### src/rtl/seg_scan.sv
// Time-multiplexed 8-digit seven-segment driver with one-deep update buffer.
// New values are committed only at frame boundaries so a frame never mixes old and new data.
module seg_scan #(
  parameter int unsigned DIV = 1000
) (
  input  logic        clk,
  input  logic        rst,
  input  logic        in_valid,
  output logic        in_ready,
  input  logic [31:0] in_data,
  input  logic [7:0]  in_blank,
  output logic [7:0]  an,
  output logic [6:0]  seg
);

  localparam int unsigned CW  = (DIV > 1) ? $clog2(DIV) : 1;
  localparam int unsigned DW  = 32;
  localparam int unsigned BW  = 8;
  localparam int unsigned IW  = 3;

  logic [CW-1:0] cnt;
  logic [IW-1:0] idx;
  logic [DW-1:0] shown_data;
  logic [BW-1:0] shown_blank;
  logic [DW-1:0] pend_data;
  logic [BW-1:0] pend_blank;
  logic          pend_full;

  logic          tick;
  logic          boundary;
  logic          accept;
  logic [3:0]    nib;

  assign tick     = (cnt == CW'(DIV - 1));
  assign boundary = tick && (idx == IW'(7));
  assign accept   = in_valid && !pend_full;
  assign in_ready = !pend_full;

  // Prescaler and digit index
  always_ff @(posedge clk or posedge rst) begin
    if (rst) begin
      cnt <= '0;
      idx <= '0;
    end else begin
      cnt <= tick ? '0 : cnt + CW'(1);
      if (tick) idx <= idx + IW'(1);
    end
  end

  // Pending buffer and frame-boundary commit; commit and accept are mutually exclusive on pend_full
  always_ff @(posedge clk or posedge rst) begin
    if (rst) begin
      shown_data  <= '0;
      shown_blank <= '1;
      pend_data   <= '0;
      pend_blank  <= '0;
      pend_full   <= 1'b0;
    end else begin
      if (boundary && pend_full) begin
        shown_data  <= pend_data;
        shown_blank <= pend_blank;
        pend_full   <= 1'b0;
      end else if (accept) begin
        pend_data   <= in_data;
        pend_blank  <= in_blank;
        pend_full   <= 1'b1;
      end
    end
  end

  assign an  = ~(BW'(1) << idx);
  assign nib = shown_data[{idx, 2'b00} +: 4];

  // Active-low hex decode, segments a..g on bits 6..0
  always_comb begin
    seg = 7'b1111111;
    if (!shown_blank[idx]) begin
      case (nib)
        4'h0:    seg = 7'b0000001;
        4'h1:    seg = 7'b1001111;
        4'h2:    seg = 7'b0010010;
        4'h3:    seg = 7'b0000110;
        4'h4:    seg = 7'b1001100;
        4'h5:    seg = 7'b0100100;
        4'h6:    seg = 7'b0100000;
        4'h7:    seg = 7'b0001111;
        4'h8:    seg = 7'b0000000;
        4'h9:    seg = 7'b0000100;
        4'hA:    seg = 7'b0001000;
        4'hB:    seg = 7'b1100000;
        4'hC:    seg = 7'b0110001;
        4'hD:    seg = 7'b1000010;
        4'hE:    seg = 7'b0110000;
        default: seg = 7'b0111000;
      endcase
    end
  end

endmodule

### config.mk
export PLATFORM = sky130hd
export DESIGN_NAME = seg_scan
export DESIGN_NICKNAME = d
export VERILOG_FILES = /design/src/rtl/seg_scan.sv
export SDC_FILE = /design/constraint.sdc
export NUM_CORES = 1
export LEC_CHECK = 0
export ABC_AREA = 1
export ABC_CLOCK_PERIOD_IN_PS = 5400
export CAP_MARGIN = 20
export CORE_ASPECT_RATIO = 1.4
export CORE_MARGIN = 1.5
export CORE_UTILIZATION = 45
export CTS_CLUSTER_SIZE = 30
export DETAILED_ROUTE_END_ITERATION = 6
export GPL_ROUTABILITY_DRIVEN = 0
export PLACE_DENSITY_LB_ADDON = 0.3
export SETUP_SLACK_MARGIN = 0.3
export SYNTH_ARGS = -nofsm -noshare
export SYNTH_HDL_FRONTEND = slang
export SYNTH_SLANG_ARGS = --single-unit
### constraint.sdc
create_clock -name clk -period 5.4 [get_ports clk]
set_input_delay 1.35 -clock clk [delete_from_list [all_inputs] [get_ports clk]]
set_output_delay 1.35 -clock clk [all_outputs]
set_load 0.005 [all_outputs]
==> results of run 1 <==
==> cells in the mapped netlist, drive strengths merged <==
| master | instances |
|---|---|
| and3 | 1 |
| nand2 | 124 |
| clkbuf | 2 |
| nand3 | 41 |
| xor2 | 2 |
| a21oi | 44 |
| nand4 | 2 |
| dfstp | 8 |
| inv | 90 |
| nor2 | 60 |
| nor3 | 4 |
| nor4 | 1 |
| dfrtp | 86 |
| ha | 13 |
| buf | 21 |
| o211ai | 2 |
| mux2 | 3 |
| o21ai | 46 |
| clkinv | 1 |
==> per-layer routing <==
metal | global-route usage | share of wire | up-vias
met5 | 0 | 0 | -
met3 | 0.03228 | 0.037 | 18
met1 | 0.2314 | 0.44 | 1628
met2 | 0.3025 | 0.50 | 81
met4 | 0.09180 | 0.021 | 0
li1 | - | - | 1811
==> path summary, 6_finish.rpt <==
kind | cells past startpoint | to | slack, ns
worst max-delay path | 12 | seg[3] | 0.63
worst min-delay path | 1 | cnt[0] | 0.47
worst max register to register | 5 | shown_blank[5] | 2.74
worst min register to register | 1 | cnt[0] | 0.47
max in group asynchronous | 3 | shown_blank[7] | 2.86
min in group asynchronous | 2 | cnt[0] | 1.46
==> power by group <==
group / total (mW) / internal (mW) / switching (mW) / leakage, nW
clock: 0.599 / 0.348 / 0.251 / 0.138
combinational: 0.0909 / 0.0429 / 0.0480 / 1.41
sequential: 0.749 / 0.739 / 0.00960 / 1.13
==> logic make-up (layout without fill, tap and decap cells) <==
kind of cell	count (synthesis)	in the layout	share of synthesized area
and+or+nand+nor	233	233	0.2118
buffers and inverters	114	166	0.1111
DFF	94	94	0.5139
AOI/OAI and AO/OA	92	92	0.1168
adders and majority gates	13	13	0.03538
muxes	3	3	0.007348
xor gates and xnor gates	2	2	0.003811
==> worst max-delay path, cell delays in order, from the launching register on <==
cell             delay [ns]
dfrtp_1                0.66
inv_2                  0.40
nand2_1                0.09
nand3_1                0.08
nand2_1                0.06
o21ai_0                0.53
inv_1                  0.20
ha_1                   0.25
nand3_1                0.14
nand2_1                0.09
nand2_1                0.07
nand3_1                0.07
clkdlybuf4s50_1        0.45
==> layout make-up <==
type / count / area [um2]
fillers: 945 / 4414
clock buffers: 13 / 270.3
multi-input cells: 343 / 1727
clock inverters: 2 / 16.27
well taps: 135 / 168.9
repair buffers: 60 / 595.6
inverters: 91 / 345.3
flip-flops and latches: 94 / 2362
==> state kept, by name, indices dropped and copies added, names as in the netlist <==
signal,flops
pend_data,32
shown_data,32
cnt,10
pend_blank,8
shown_blank,8
idx,3
pend_full,1
==> metrics.txt, run 1 <==
status=complete, no violations; period utilization=0.8832; chip height=122.6 um; Max Clk Rate=209.7 MHz; clock skew=0.004806 ns; setup tns final=0 ns; maximum vdd ir drop=0.0001295 V; Avg Inst Size Synth=8.343 um2; Reg clk slew, reported paths=0.06 ns; top post-synthesis cells by area=dfrtp_1 47%, nand2_1 10%, inv_1 7.2%; PwrDens=262.3 mW/mm2; top cell type's share of synthesized area=0.4682; Setup crit start kind=register; Post-Synthesis Cell Area=0.004597 mm2; placed cells=723; Slew headroom=0.3763; nature of the critical path endpoint=output port; Pins Over Slew Limit=0; global-route wire length before repair=15,440 um; DP Area=0.005199 mm2; post-synthesis net count=607; Hold Startpoint=cnt[0]; pin count of the biggest net entering global routing=82; ANT cells=0; Clock Sinks=94; cts repair resizes=0; DRC=0; routed vias=3,538; WHS=0.4655 ns; initial antenna violation count=0; drt initial violations=209; DIE WIDTH=88.42 um; most common cell after layout, fill and taps aside=nand2_1; post-CTS setup buffer count=0; Finished Cell Area=0.005485 mm2; share of cells above drive strength 1=0.09121; number of I/O port buffers=58; worst r2r src=idx[0]; Final WS setup=0.6309 ns; Finished Layout Cells=738; unrepaired setup endpoints after global routing=no; final core utilization=0.5541; DR WL/cell=12.26 um; maximum capacitance violations=0; DIE AREA=0.01084 mm2; final WL=9050 um; clock buffer depth=2; Setup CP Type=reg2out; HP Class=reg2reg; Yosys top cell by area=dfrtp_1; post-synthesis sequential area ratio=0.5139; Post-DP HPWL=6436 um; H-tree Lvls=3; overall routing resource usage=0.1840; remaining antenna violation count after routing=0; final total power=1.439 mW; vias in the first global route=3,461; synthesis warning total=0; commonest cells after routing, fill and taps aside=121 x nand2_1, 87 x inv_1, 86 x dfrtp_1; min Tclk post-route=4.769 ns; LEAKAGE=2.681 nW; Crit path arrival time=3.42 ns; Core Rows=43; WP data required=4.05 ns; TritonCTS buffer count=9; Hold-fix buffers, CTS=0; Syn Inst Count=551; Top Ports=59; root buffer cell=clkbuf_16; CTS tree=done; GRT overflow=0; actual slew at the worst max-slew pin=0.9355 ns; Layout Area Growth over Synthesis=19.32%; pre-CTS setup slack=1.017 ns; Critical Path Start=idx[0]; final setup vio count=0; Netlist cell types=30; Max FO, Critical Path=26; Skew-Pair Late Insertion Delay=0.34 ns; Initial Utilization=0.4644; post-synthesis register bit count=94; final layout net count=655; drt first pass iters=5; core area=0.009899 mm2; Via-to-Cell Ratio=4.794; final hold vios=0
(Power assumes the default switching activity.)
==> inputs of run 2 (changes only) <==
--- a/config.mk
+++ b/config.mk
@@ -15,6 +15,7 @@
 export DETAILED_ROUTE_END_ITERATION = 6
 export GPL_ROUTABILITY_DRIVEN = 0
 export PLACE_DENSITY_LB_ADDON = 0.3
+export REMOVE_ABC_BUFFERS = 1
 export SETUP_SLACK_MARGIN = 0.3
 export SYNTH_ARGS = -nofsm -noshare
 export SYNTH_HDL_FRONTEND = slang
==> run 2 against run 1 <==
Net effect:
- global-route usage is 0.60 points lower
- combinational power about the same
- register-to-register slack better by 0.03 ns
- highest routed layer unchanged
==> metrics.txt, run 2 (synthesis results as in run 1) <==
status=complete, no violations; H-tree Lvls=3 (unchanged); chip height=122.6 um (unchanged); Core Rows=43 (unchanged); unrepaired setup endpoints after global routing=no; clock skew=0.01076 ns (+0.005954 ns); core area=0.009899 mm2 (unchanged); maximum vdd ir drop=0.0001474 V (+14%); Max FO, Critical Path=26 (unchanged); ANT cells=0 (unchanged); root buffer cell=clkbuf_16; Layout Area Growth over Synthesis=19.92%; pin count of the biggest net entering global routing=82 (unchanged); fillers=948 (+0.32%); setup tns final=0 ns (unchanged); PwrDens=264.7 mW/mm2 (+0.90%); min Tclk post-route=4.574 ns (-0.1955 ns); final WL=8862 um (-2.1%); DIE AREA=0.01084 mm2 (unchanged); DIE WIDTH=88.42 um (unchanged); commonest cells after routing, fill and taps aside=121 x nand2_1, 87 x inv_1, 86 x dfrtp_1; Worst path max stage delay=0.85 ns (+0.19 ns); most used cell, CP=nand3_1; TritonCTS buffer count=9 (unchanged); met3 usage=0.03161 (-0.0006725); global-route wire length before repair=14,900 um (-3.5%); vias in the first global route=3,375 (-2.5%); LEAKAGE=2.695 nW (+0.52%); nature of the critical path endpoint=output port; remaining antenna violation count after routing=0 (unchanged); actual slew at the worst max-slew pin=0.9332 ns (-0.002388 ns); clock buffer depth=2 (unchanged); Slew headroom=0.3779 (+0.001592); M2 GR Usage=0.2968 (-0.005725); Skew-Pair Late Insertion Delay=0.34 ns (about the same); slowest stage cell, crit path=dfrtp_1; Top Registers=pend_data x32, shown_data x32, cnt x10; Clock Sinks=94 (unchanged); final setup vio count=0 (unchanged); drt first pass iters=4 (-1); Post-DP HPWL=6168 um (-4.2%); Final WS setup=0.8264 ns (+0.1955 ns); grt met1 use=0.2227 (-0.008751); Crit path arrival time=3.22 ns (-0.20 ns); WHS Path Cells=1 (unchanged); worst r2r src=idx[0]; maximum capacitance violations=0 (unchanged); multi-input logic area=0.001727 mm2 (unchanged); pre-CTS setup slack=1.012 ns (-0.004900 ns); GRT overflow=0 (unchanged); busiest grt layer=met2; Pins Over Slew Limit=0 (unchanged); initial antenna violation count=0 (unchanged); Top Ports=59 (unchanged); FF-to-FF path depth=5 (unchanged); Reg clk slew, reported paths=0.07 ns (about the same); Via-to-Cell Ratio=4.777 (-0.35%); CTS tree=done; drt initial violations=214 (+2.4%); most common cell after layout, fill and taps aside=nand2_1; WP data required=4.05 ns (about the same); final layout net count=656 (+0.15%); Setup crit start kind=register; DRC=0 (unchanged); overall routing resource usage=0.1779 (-0.006034); share of cells above drive strength 1=0.09256 (+0.001351); Max Clk Rate=218.6 MHz (+4.3%); final hold vios=0 (unchanged); routed vias=3,535 (-0.085%); post-CTS setup buffer count=0 (unchanged); number of I/O port buffers=58 (unchanged); HP Class=reg2reg; Seq. cell area=0.002362 mm2 (unchanged); Setup CP Type=reg2out; Initial Utilization=0.4644 (unchanged); period utilization=0.8470 (-0.03621); DR WL/cell=11.98 um (-2.3%); crit-path cells=inv_2 -> nand2_1 -> nand3_1 -> nand3_1 -> o21ai_1 -> inv_1 -> ha_1 -> nand3_1 -> nand2_1 -> nand2_1 -> nand3_1 -> clkdlybuf4s50_1; Critical Path Start=idx[0]; Hold Startpoint=cnt[0]
[run 2: cell types whose count changed in the layout (fill, tap and decap cells not counted)]
| cell | change |
|---|---|
| clkinv_2 | +2 |
| buf_12 | +1 |
| o21ai_0 | -1 |
| clkbuf_8 | -2 |
| clkinv_4 | -1 |
| o21ai_1 | +1 |
| bufinv_16 | +1 |
| clkbuf_1 | +1 |
[run 2: power by group]
part	internal, mW	switching (mW)	leakage (nW)	total [mW]
sequential	0.739	0.00950	1.13	0.749
combinational	0.0444	0.0466	1.42	0.0910
clock	0.370	0.249	0.143	0.619
total	1.15	0.306	2.70	1.46
[run 2: final timing paths]
check	end	slack, ns
hold / removal	cnt[0]	0.47
setup / recovery	seg[3]	0.83
max in group asynchronous	shown_blank[6]	3.04
hold reg to reg	cnt[0]	0.47
setup reg to reg	shown_blank[5]	2.77
min in group asynchronous	pend_data[23]	1.32
[run 2: repair_timing]
item / CTS / global route
hold buffers: 0 / 0
setup endpoints to repair: 0 / 3
gates resized for setup: 0 / 1
[run 2: routing by layer]
layer | vias up | wire length [um] | part of all wire
li1 | 1808 | - | -
met1 | 1646 | 4005 | 0.45
met2 | 64 | 4411 | 0.50
met3 | 17 | 247 | 0.028
met4 | 0 | 197 | 0.022
met5 | - | 0 | 0
[run 2: final cells by class]
| cell class | count | share of cell area |
|---|---|---|
| inverter | 91 | 0.06264 |
| timing repair buffer | 61 | 0.1117 |
| clock buffer | 12 | 0.04471 |
| multi-input combinational | 343 | 0.3132 |
| clock inverter | 4 | 0.008625 |
| sequential | 94 | 0.4285 |
| tap | 135 | 0.03064 |
[run 2: worst max-delay path, delay by kind of cell, from the launching register on]
family / cells / cell delay (ns)
buffers and inverters: 3 / 0.98
AND/OR/NAND/NOR: 7 / 0.68
AO/OA/AOI/OAI: 1 / 0.19
adder cells (fa/ha/maj): 1 / 0.18
flip-flops: 1 / 0.85
[run 2: per-stage QoR]
| stage | hold WS (ns) | std cells | util | cell area [um2] | power, mW |
|---|---|---|---|---|---|
| 6_report | 0.4673 | 740 | 0.5569 | 5513 | 1.459 |
| 5_1_grt | 0.4778 | 740 | 0.5569 | 5513 | 1.516 |
| 4_1_cts | 0.4716 | 739 | 0.5549 | 5493 | 1.472 |
| 3_5_place_dp | 0.4625 | 723 | 0.5252 | 5199 | 0.8528 |
| 3_3_place_gp | 0.4530 | 723 | 0.5252 | 5199 | 0.8491 |
| 2_1_floorplan | 0.4313 | 528 | - | 4431 | 0.8060 |
